File: src/rtl/ddr3_wr_pkg.sv
// rtl/ddr3_wr_pkg.sv - shared state encoding, beat size and AXI response codes for the DDR3 write sequencer
package ddr3_wr_pkg;

  localparam int BYTES_PER_BEAT = 32;

  typedef enum logic [1:0] {
    IDLE = 2'd0,
    ADDR = 2'd1,
    DATA = 2'd2,
    RESP = 2'd3
  } wr_state_e;

  typedef enum logic [1:0] {
    OKAY   = 2'b00,
    EXOKAY = 2'b01,
    SLVERR = 2'b10,
    DECERR = 2'b11
  } axi_resp_e;

endpackage

File: src/rtl/ddr3_wr_burst_ctrl_if.sv
// rtl/ddr3_wr_burst_ctrl_if.sv - AXI4-style AW/W/B channel bundle between the sequencer and the DDR3 user port
interface ddr3_wr_burst_ctrl_if #(
  parameter int ADDR_W = 28,
  parameter int DATA_W = 256
);
  logic [ADDR_W-1:0] awaddr;
  logic [7:0]        awlen;
  logic              awvalid;
  logic              awready;
  logic [DATA_W-1:0] wdata;
  logic              wvalid;
  logic              wlast;
  logic              wready;
  logic [1:0]        bresp;
  logic              bvalid;
  logic              bready;

  modport master (
    output awaddr, awlen, awvalid, wdata, wvalid, wlast, bready,
    input  awready, wready, bresp, bvalid
  );

  modport slave (
    input  awaddr, awlen, awvalid, wdata, wvalid, wlast, bready,
    output awready, wready, bresp, bvalid
  );
endinterface

File: src/rtl/ddr3_wr_skid.sv
// rtl/ddr3_wr_skid.sv - two-entry skid buffer holding FIFO read returns until the W channel accepts them
module ddr3_wr_skid #(
  parameter int DATA_W = 256
) (
  input  logic              clk,
  input  logic              rst,
  input  logic              push,
  input  logic [DATA_W-1:0] push_data,
  input  logic              pop,
  output logic [1:0]        occupancy,
  output logic [DATA_W-1:0] head
);
  logic [DATA_W-1:0] mem [2];
  logic              wp;
  logic              rp;
  logic [1:0]        cnt;

  always_ff @(posedge clk or posedge rst) begin
    if (rst) begin
      mem[0] <= '0;
      mem[1] <= '0;
      wp     <= 1'b0;
      rp     <= 1'b0;
      cnt    <= 2'd0;
    end else begin
      if (push) begin
        mem[wp] <= push_data;
        wp      <= ~wp;
      end
      if (pop) begin
        rp <= ~rp;
      end
      case ({push, pop})
        2'b10:   cnt <= cnt + 2'd1;
        2'b01:   cnt <= cnt - 2'd1;
        default: cnt <= cnt;
      endcase
    end
  end

  assign occupancy = cnt;
  assign head      = mem[rp];
endmodule

File: src/rtl/ddr3_wr_burst_ctrl.sv
// rtl/ddr3_wr_burst_ctrl.sv - drains the write FIFO into DDR3 AXI write bursts inside a ring region
// Optional DDR3_WR_STAT_EN adds burst_cnt and sticky resp_err outputs.
module ddr3_wr_burst_ctrl #(
  parameter int DATA_W         = 256,
  parameter int LVL_W          = 7,
  parameter int ADDR_W         = 28,
  parameter int BURST_LEN      = 16,
  parameter int BYTES_PER_BEAT = ddr3_wr_pkg::BYTES_PER_BEAT
) (
  input  logic                 clk,
  input  logic                 rst,
  input  logic                 enable,
  input  logic [ADDR_W-1:0]    base_addr,
  input  logic [ADDR_W-1:0]    region_bytes,
  input  logic [DATA_W-1:0]    fifo_rd_data,
  output logic                 fifo_rd_en,
  input  logic                 fifo_rd_empty,
  input  logic [LVL_W-1:0]     fifo_rd_level,
  ddr3_wr_burst_ctrl_if.master axi,
  output logic                 busy,
  output logic [ADDR_W-1:0]    wr_ptr
`ifdef DDR3_WR_STAT_EN
  ,
  output logic [31:0]          burst_cnt,
  output logic                 resp_err
`endif
);
  import ddr3_wr_pkg::*;

  localparam int CNT_W = $clog2(BURST_LEN + 1);
  localparam int BURST_BYTES = BURST_LEN * BYTES_PER_BEAT;
  localparam logic [1:0] ST_IDLE = IDLE;
  localparam logic [1:0] ST_ADDR = ADDR;
  localparam logic [1:0] ST_DATA = DATA;
  localparam logic [1:0] ST_RESP = RESP;

  logic [1:0]        state;
  logic              ptr_init;
  logic [ADDR_W-1:0] base_q;
  logic [ADDR_W-1:0] region_q;
  logic [CNT_W-1:0]  reads_issued;
  logic [CNT_W-1:0]  beat_cnt;
  logic              rd_inflight;
  logic [1:0]        skid_occ;
  logic [DATA_W-1:0] skid_head;
  logic              beat_pop;
  logic              last_beat;
  logic [2:0]        skid_load;
  logic [ADDR_W:0]   ptr_next;
  logic [ADDR_W:0]   ring_end;

  // A beat leaving this cycle frees its slot, which keeps reads streaming back-to-back.
  assign skid_load  = {1'b0, skid_occ} + {2'b00, rd_inflight} - {2'b00, beat_pop};
  assign fifo_rd_en = ((state == ST_ADDR) || (state == ST_DATA)) &&
                      (reads_issued < CNT_W'(BURST_LEN)) &&
                      !fifo_rd_empty && (skid_load < 3'd2);

  assign axi.awvalid = (state == ST_ADDR);
  assign axi.awaddr  = (state == ST_ADDR) ? wr_ptr : '0;
  assign axi.awlen   = 8'(BURST_LEN - 1);
  assign axi.wvalid  = (state == ST_DATA) && (skid_occ != 2'd0);
  assign axi.wdata   = skid_head;
  assign last_beat   = (beat_cnt == CNT_W'(BURST_LEN - 1));
  assign axi.wlast   = axi.wvalid && last_beat;
  assign axi.bready  = (state == ST_RESP);
  assign beat_pop    = axi.wvalid && axi.wready;
  assign busy        = (state != ST_IDLE);

  assign ptr_next = {1'b0, wr_ptr} + (ADDR_W + 1)'(BURST_BYTES);
  assign ring_end = {1'b0, base_q} + {1'b0, region_q};

  ddr3_wr_skid #(.DATA_W(DATA_W)) u_skid (
    .clk       (clk),
    .rst       (rst),
    .push      (rd_inflight),
    .push_data (fifo_rd_data),
    .pop       (beat_pop),
    .occupancy (skid_occ),
    .head      (skid_head)
  );

  always_ff @(posedge clk or posedge rst) begin
    if (rst) begin
      state        <= ST_IDLE;
      ptr_init     <= 1'b0;
      wr_ptr       <= '0;
      base_q       <= '0;
      region_q     <= '0;
      reads_issued <= '0;
      beat_cnt     <= '0;
      rd_inflight  <= 1'b0;
    end else begin
      rd_inflight <= fifo_rd_en;
      if (fifo_rd_en) begin
        reads_issued <= reads_issued + CNT_W'(1);
      end
      case (state)
        ST_IDLE: begin
          base_q       <= base_addr;
          region_q     <= region_bytes;
          reads_issued <= '0;
          beat_cnt     <= '0;
          if (!ptr_init) begin
            wr_ptr   <= base_addr;
            ptr_init <= 1'b1;
          end
          if (enable && (fifo_rd_level >= LVL_W'(BURST_LEN))) begin
            state <= ST_ADDR;
          end
        end
        ST_ADDR: begin
          if (axi.awready) begin
            state <= ST_DATA;
          end
        end
        ST_DATA: begin
          if (beat_pop) begin
            beat_cnt <= beat_cnt + CNT_W'(1);
            if (last_beat) begin
              state <= ST_RESP;
            end
          end
        end
        default: begin
          // Error responses still retire the burst; there is no retry path.
          if (axi.bvalid) begin
            wr_ptr <= (ptr_next >= ring_end) ? base_q : ptr_next[ADDR_W-1:0];
            state  <= ST_IDLE;
          end
        end
      endcase
    end
  end

`ifdef DDR3_WR_STAT_EN
  always_ff @(posedge clk or posedge rst) begin
    if (rst) begin
      burst_cnt <= '0;
      resp_err  <= 1'b0;
    end else if (axi.bvalid && axi.bready) begin
      burst_cnt <= burst_cnt + 32'd1;
      if (axi.bresp != OKAY) begin
        resp_err <= 1'b1;
      end
    end
  end
`else
  logic unused_bresp;
  assign unused_bresp = ^axi.bresp;
`endif
endmodule

File: src/flat_wrapper.sv
// flat-port wrapper written by rule: the top's interface ports become plain ports
module ddr3_wr_burst_ctrl_flat import ddr3_wr_pkg::*;
#(
  parameter int DATA_W         = 256,
  parameter int LVL_W          = 7,
  parameter int ADDR_W         = 28,
  parameter int BURST_LEN      = 16,
  parameter int BYTES_PER_BEAT = ddr3_wr_pkg::BYTES_PER_BEAT
)
  (clk, rst, enable, base_addr, region_bytes, fifo_rd_data, fifo_rd_en, fifo_rd_empty, fifo_rd_level, busy, wr_ptr, axi_awaddr, axi_awlen, axi_awvalid, axi_wdata, axi_wvalid, axi_wlast, axi_bready, axi_awready, axi_wready, axi_bresp, axi_bvalid);
  ddr3_wr_burst_ctrl_if #(.ADDR_W(ADDR_W), .DATA_W(DATA_W)) axi_i ();
  input  logic clk;
  input  logic rst;
  input  logic enable;
  input  logic [ADDR_W-1:0] base_addr;
  input  logic [ADDR_W-1:0] region_bytes;
  input  logic [DATA_W-1:0] fifo_rd_data;
  output logic fifo_rd_en;
  input  logic fifo_rd_empty;
  input  logic [LVL_W-1:0] fifo_rd_level;
  output logic busy;
  output logic [ADDR_W-1:0] wr_ptr;
  output wire logic [$bits(axi_i.awaddr)-1:0] axi_awaddr;
  output wire logic [$bits(axi_i.awlen)-1:0] axi_awlen;
  output wire logic [$bits(axi_i.awvalid)-1:0] axi_awvalid;
  output wire logic [$bits(axi_i.wdata)-1:0] axi_wdata;
  output wire logic [$bits(axi_i.wvalid)-1:0] axi_wvalid;
  output wire logic [$bits(axi_i.wlast)-1:0] axi_wlast;
  output wire logic [$bits(axi_i.bready)-1:0] axi_bready;
  input wire logic [$bits(axi_i.awready)-1:0] axi_awready;
  input wire logic [$bits(axi_i.wready)-1:0] axi_wready;
  input wire logic [$bits(axi_i.bresp)-1:0] axi_bresp;
  input wire logic [$bits(axi_i.bvalid)-1:0] axi_bvalid;
  assign axi_awaddr = axi_i.awaddr;
  assign axi_awlen = axi_i.awlen;
  assign axi_awvalid = axi_i.awvalid;
  assign axi_wdata = axi_i.wdata;
  assign axi_wvalid = axi_i.wvalid;
  assign axi_wlast = axi_i.wlast;
  assign axi_bready = axi_i.bready;
  assign axi_i.awready = axi_awready;
  assign axi_i.wready = axi_wready;
  assign axi_i.bresp = axi_bresp;
  assign axi_i.bvalid = axi_bvalid;
  ddr3_wr_burst_ctrl #(.DATA_W(DATA_W), .LVL_W(LVL_W), .ADDR_W(ADDR_W), .BURST_LEN(BURST_LEN), .BYTES_PER_BEAT(BYTES_PER_BEAT)) u_core (.clk(clk), .rst(rst), .enable(enable), .base_addr(base_addr), .region_bytes(region_bytes), .fifo_rd_data(fifo_rd_data), .fifo_rd_en(fifo_rd_en), .fifo_rd_empty(fifo_rd_empty), .fifo_rd_level(fifo_rd_level), .axi(axi_i), .busy(busy), .wr_ptr(wr_ptr));
endmodule
File: config.mk
export PLATFORM = sky130hd
export DESIGN_NAME = ddr3_wr_burst_ctrl_flat
export DESIGN_NICKNAME = d
export VERILOG_FILES = /design/src/rtl/ddr3_wr_pkg.sv /design/src/rtl/ddr3_wr_burst_ctrl_if.sv /design/src/rtl/ddr3_wr_skid.sv /design/src/rtl/ddr3_wr_burst_ctrl.sv /design/src/flat_wrapper.sv
export SDC_FILE = /design/constraint.sdc
export NUM_CORES = 1
export LEC_CHECK = 0
export ABC_AREA = 1
export BUFFER_PORTS_ARGS = -buffer_cell sky130_fd_sc_hd__buf_2
export CELL_PAD_IN_SITES_DETAIL_PLACEMENT = 1
export CELL_PAD_IN_SITES_GLOBAL_PLACEMENT = 1
export CORE_MARGIN = 4
export CORE_UTILIZATION = 41
export CTS_BUF_LIST = sky130_fd_sc_hd__clkbuf_8
export CTS_CLUSTER_SIZE = 14
export DETAILED_ROUTE_END_ITERATION = 6
export PLACE_DENSITY_LB_ADDON = 0.1
export SLEW_MARGIN = 0
export SYNTH_ARGS = -nofsm -noshare
export SYNTH_HDL_FRONTEND = slang
export SYNTH_SLANG_ARGS = --single-unit
File: constraint.sdc
create_clock -name clk -period 29.6 [get_ports clk]
set_input_delay 7.4 -clock clk [delete_from_list [all_inputs] [get_ports clk]]
set_output_delay 7.4 -clock clk [all_outputs]
set_load 0.01 [all_outputs]
Yosys cells after proc, flatten, opt, wreduce, memory -nomap -nowiden --
Index checks and enable logic that the tools add are counted.
Storage, ports and cells: register bits 614, input port bits 328, logic and storage cells 88, output and inout port bits 326
Cells by class: equal/unequal tests 11, bitwise logic cells 5, magnitude comparators 7, add/sub/neg operators 8, reductions and logical operators 22, muxes and demuxes 22
Operators by type and width (number):
- 2-to-1 mux 256 bit | 4
- bitwise mux 512 bit | 1
- demux 256 bit (select 1 bit) | 1
- 2-to-1 mux 28 bit | 4
- case mux 28 bit (2 select lines) | 1
- adder 28 x 10 -> 29 bit, second input constant | 1
- adder 28 x 28 -> 29 bit | 1
- >= comparator 29 bit | 1
- 2-to-1 mux 5 bit | 3
- nonzero test 2 bit | 6
- adder 5 x 1 -> 5 bit, second input constant | 2
- 2-to-1 mux 2 bit | 5
- case mux 5 bit (2 select lines) | 1
- logical AND 1 bit | 8
- != test 2 x 1 -> 1 bit, second input constant | 4
- >= comparator 7 x 5 -> 1 bit, second input constant | 1
- equality test 2 bit, second input constant | 3
- case mux 2 bit (3 select lines) | 1
- equality test 5 x 4 -> 1 bit, second input constant | 1
- less-than comparator 5 bit, second input constant | 1
- AND reduction 5 bit | 1
- equality test 2 x 1 -> 1 bit, second input constant | 2
- >= comparator 2 bit, second input constant | 2
- NOT 1 -> 2 bit | 2
- other kinds (16) | 18

Depth between registers and ports, before layout --
depth in word-level cells 8, gate-level depth with buffers 26, gate-level depth less buffers 25

Cells and area by module --
Synthesis repeated with hierarchy kept, for this count alone.
Unflattened totals: cells, all modules 3851, area total of the unflattened synthesis 31283.8 sq um
By module, submodules not included:
- ddr3_wr_skid | seq. area each 12912.4 sq um, area an instance 23615.1 sq um, instances 1, cells each 2753
- ddr3_wr_burst_ctrl | seq. area each 2452.4 sq um, area an instance 7668.6 sq um, instances 1, cells each 1098

Least setup slack after synthesis --
No wires, ideal clock.
kind input-to-output, from input axi_wready, to output fifo_rd_en, arrival 9.084 ns, stages on the path 8, setup slack 13.116 ns, data required time 22.200 ns, buffers on the path 0, cell sequence nand2_1 -> inv_1 -> ha_1 -> or2_2 -> fa_1 -> xnor2_1 -> nand3_1 -> inv_1
On the way: word-level cells in the longest chain between the ends 4
RTL lines:
- start: declaration | line flat_wrapper.sv:31 | input wire logic [$bits(axi_i.wready)-1:0] axi_wready;
- logical AND 1 bit | line ddr3_wr_burst_ctrl.sv:66 | assign beat_pop = axi.wvalid && axi.wready;
- named net u_core.beat_pop | line ddr3_wr_burst_ctrl.sv:46 | logic beat_pop;
- subtractor 3 x 1 -> 3 bit | line ddr3_wr_burst_ctrl.sv:53 | assign skid_load = {1'b0, skid_occ} + {2'b00, rd_inflight} - {2'b00, beat_pop};
- less-than comparator 3 x 2 -> 1 bit | line ddr3_wr_burst_ctrl.sv:56 | !fifo_rd_empty && (skid_load < 3'd2);
- logical AND 1 bit | line ddr3_wr_burst_ctrl.sv:56
- end: declaration | line flat_wrapper.sv:18 | output logic fifo_rd_en;
The timed path passes the listed nets, and every way through them passes these cells.

Final worst setup path --
Ends and elaborated chain as after synthesis.

==> key figures <==
Timing
  – Worst setup margin: 12610 ps
  – Max Fclk: around 59 MHz
  – Worst rel slew slack: 0.281
  – Unrepaired setup endpoints after global routing: false
  – Final setup vio count: 0
  – Max Transition Viols Final: 0
  – Period utilization: 0.574
  – Worst Tran Pin Value: 1080 ps
  – Worst Skew: about 24 ps
  – Fin. Hold Viols: 0
  – TNS Setup: 0 ps
  – Tmin final: around 17000 ps

Layout
  – Multi-input gate area: between 10000 and 15000 sq um
  – Share of layout cells above drive strength 1: 0.192
  – Area delta synth->final: 20.1%
  – Nets: 4837
  – Fillers: between 9k and 10k
  – Finished Core Util: 0.498
  – Most common cell after layout, fill and taps aside: nand2_1
  – Most frequent cells in the layout: 1663 x nand2_1, 639 x buf_2, 613 x dfrtp_1
  – Sequential Area: roughly 15000 sq um
  – Fin cells: about 5.5k

Power
  – LEAKAGE: approximately 20 nW
  – Power Density: between 100 and 150 nW/um^2
  – P_int: between 2 and 3 mW
  – Total Power: between 4 and 5 mW
  – Combinational Power Share: 0.514
  – Switching pwr: about 2.2 mW
  – Clk pwr share: 0.162
  – Part of the power in registers: 0.324
  – Sw Share: 0.468
  – Worst vdd ir: 77.1 uV

Route
  – Total Wirelength: a little under 100 mm
  – Initial DRC count: ~1.5k
  – WL per Instance: approximately 18 um
  – Post-route ant nets: 0
  – DR pass1 iterations: 5
  – Via/cell ratio: between 4 and 5
  – DRC viols: 0
  – Vias: about 27k

Placement
  – Buffers on Ports: 639
  – Placed Cells incl. Taps: ~5.3k
  – Post-DP HPWL: 68.6 mm
  – Gpl congestion: a little over 0.8
  – Post-placement worst setup slack: between 10000 and 15000 ps

Synthesis
  – Async set or reset register ratio after synthesis: 1.00
  – #FFs+latches synth: 614
  – Ys Warns: 0
  – Avg Cell Area, Syn: around 7.7 sq um
  – Number of synthesized flops with an enable pin: 0
  – Ys flop type: dfrtp_1
  – Synthesized area: 29800 sq um
  – Seq/Total Area, Yosys: 0.516
  – Yosys cell types: 49
  – Cells after Synth: between 3k and 4k

Clock tree
  – H-tree Lvls: 3
  – Clock sinks: approximately 600
  – CTS Root Cell: clkbuf_8
  – Clock latency on the worst-skew pair: roughly 700 ps
  – # Post-CTS Setup Buffers: 0
  – Worst-path clk slew: about 60 ps
  – CTS buffer count: around 110
  – Hold Buf Count CTS: 0
  – CTS max path bufs: 3
  – CTS tree: done
  – Resize count post-CTS: 0

Floorplanning
  – I/O pins: approximately 650
  – Die Span X: about 280 um
  – # rows: 98
  – Die Area: slightly below 80000 sq um
  – Initial Util: 0.415
  – Die Span Y: approximately 280 um
  – Core area: ~70000 sq um

Global route
  – Initial antenna violation count: 53
  – Grt total ovfl: 0
  – Global Route Usage Sum: 0.247
  – Vias in the first global route: 27.5k
  – Largest net degree at the start of global routing: ~220
  – First-pass GRT wire length: 153 mm

Setup path
  – Critical path type: input port to primary output
  – CP Launch Type: input port
  – Worst setup EP type: primary output
  – Crit path DAT: approximately 9600 ps
  – Crit-path max FO: 8
  – WP data required: 22200 ps

Run
  – Number of max-cap violations: 0

Min path
  – Hold Path Class: flop to flop

Status
  – Status: completed
final timing paths:
path / start / endpoint / slack (ps) / cells after the start
min in group asynchronous: rst / u_core.u_skid.mem[56]$_DFFE_PP0P_ / 6730 / 2
min reg2reg: u_core.ptr_init$_DFFE_PP0P_ / u_core.ptr_init$_DFFE_PP0P_ / 470 / 1
max in group asynchronous: rst / u_core.u_skid.mem[110]$_DFFE_PP0P_ / 19370 / 6
min: u_core.ptr_init$_DFFE_PP0P_ / u_core.ptr_init$_DFFE_PP0P_ / 470 / 1
max reg2reg: u_core.base_q[2]$_DFFE_PP0P_ / u_core.wr_ptr[5]$_DFFE_PP0P_ / 25130 / 18
max: axi_wready / fifo_rd_en / 12610 / 10
cell families (layout without fill, tap and decap cells):
kind of cell             Yosys count  after routing  share of synthesized area
other                              2             42                   0.000252
flip-flops                       614            614                      0.516
AO/OA/AOI/OAI                    672            672                      0.117
AND/OR/NAND/NOR                 1855           1855                      0.244
multiplexers                       1              1                   0.000336
buffers and inverters            620           1260                     0.0822
adder cells (fa/ha/maj)           70             70                     0.0299
XOR/XNOR                          36             36                     0.0106
worst max-delay path, stage by stage:
cell and delay (ps):
buf_2 100, nand2_1 200, inv_1 140, ha_1 360, or2_2 320, fa_1 380, xnor2_1 140, nand3_1 180
inv_1 170, buf_2 220
registers in the layout, summed over array words and instances (netlist names):
name / cells
u_core.beat_cnt: 5
u_core.u_skid.wp: 1
u_core.state: 2
u_core.ptr_init: 1
u_core.u_skid.mem: 512
u_core.wr_ptr: 28
u_core.u_skid.rp: 1
u_core.rd_inflight: 1
u_core.base_q: 28
u_core.u_skid.occupancy: 2
u_core.region_q: 28
u_core.reads_issued: 5
through the flow:
| stage | hold WS, ps | cell area (sq um) |
|---|---|---|
| floorplan | 437 | 29800 |
| global placement | 453 | 33500 |
| detailed placement | 453 | 33500 |
| CTS | 471 | 35600 |
| global route | 493 | 35700 |
| finish | 466 | 35700 |
synth_stat cells (3+ instances only):
library cell  number  area share
a21oi_1           73       0.012
o21bai_1           5      0.0013
inv_2              4     0.00050
dfrtp_1          614        0.52
nand3_1           49      0.0082
nand4_1           11      0.0023
buf_2             28      0.0047
inv_1            404       0.051
a21oi_2           16      0.0047
xnor2_1           16      0.0047
o21ai_0          559       0.094
nor3_1            16      0.0027
ha_1              68       0.029
buf_4             10      0.0025
clkbuf_1         146       0.018
nand2_2            6      0.0013
nand2_1         1664        0.21
o21a_1             3     0.00076
o31ai_1            3     0.00076
o21ai_1            4     0.00067
or2_2              5      0.0011
buf_1             21      0.0026
xor2_1            20      0.0059
a21o_1             3     0.00076
nor2_1            81       0.010
buf_6              4      0.0015
nand3_2            9      0.0030
power groups by stage:
| stage | sequential (mW) | clock, mW | combinational (mW) |
|---|---|---|---|
| final | 1.55 | 0.777 | 2.47 |
| after global routing | 1.61 | 0.848 | 2.82 |
| after CTS | 1.55 | 0.805 | 2.51 |
| after detailed placement | 1.56 | 0 | 2.49 |
| after global placement | 1.54 | 0 | 2.43 |
| after floorplan | 1.47 | 0 | 1.70 |
layout make-up:
class	count	share of cell area
Inverter	410	0.0435
Clock inverter	52	0.00756
Multi-Input combinational cell	2642	0.336
Timing Repair Buffer	662	0.0950
Antenna cell	34	0.00238
Tap cell	950	0.0333
Clock buffer	136	0.0524
Sequential cell	614	0.430
layer usage:
layer,routed length [um],global-route usage,share of wire,vias to the layer above
li1,-,-,-,13168
met1,40700,0.306,0.42,12790
met2,46200,0.412,0.47,596
met3,6570,0.0700,0.067,208
met4,3690,0.0947,0.038,34
met5,210,0,0.0022,-
(Power assumes the default switching activity.)
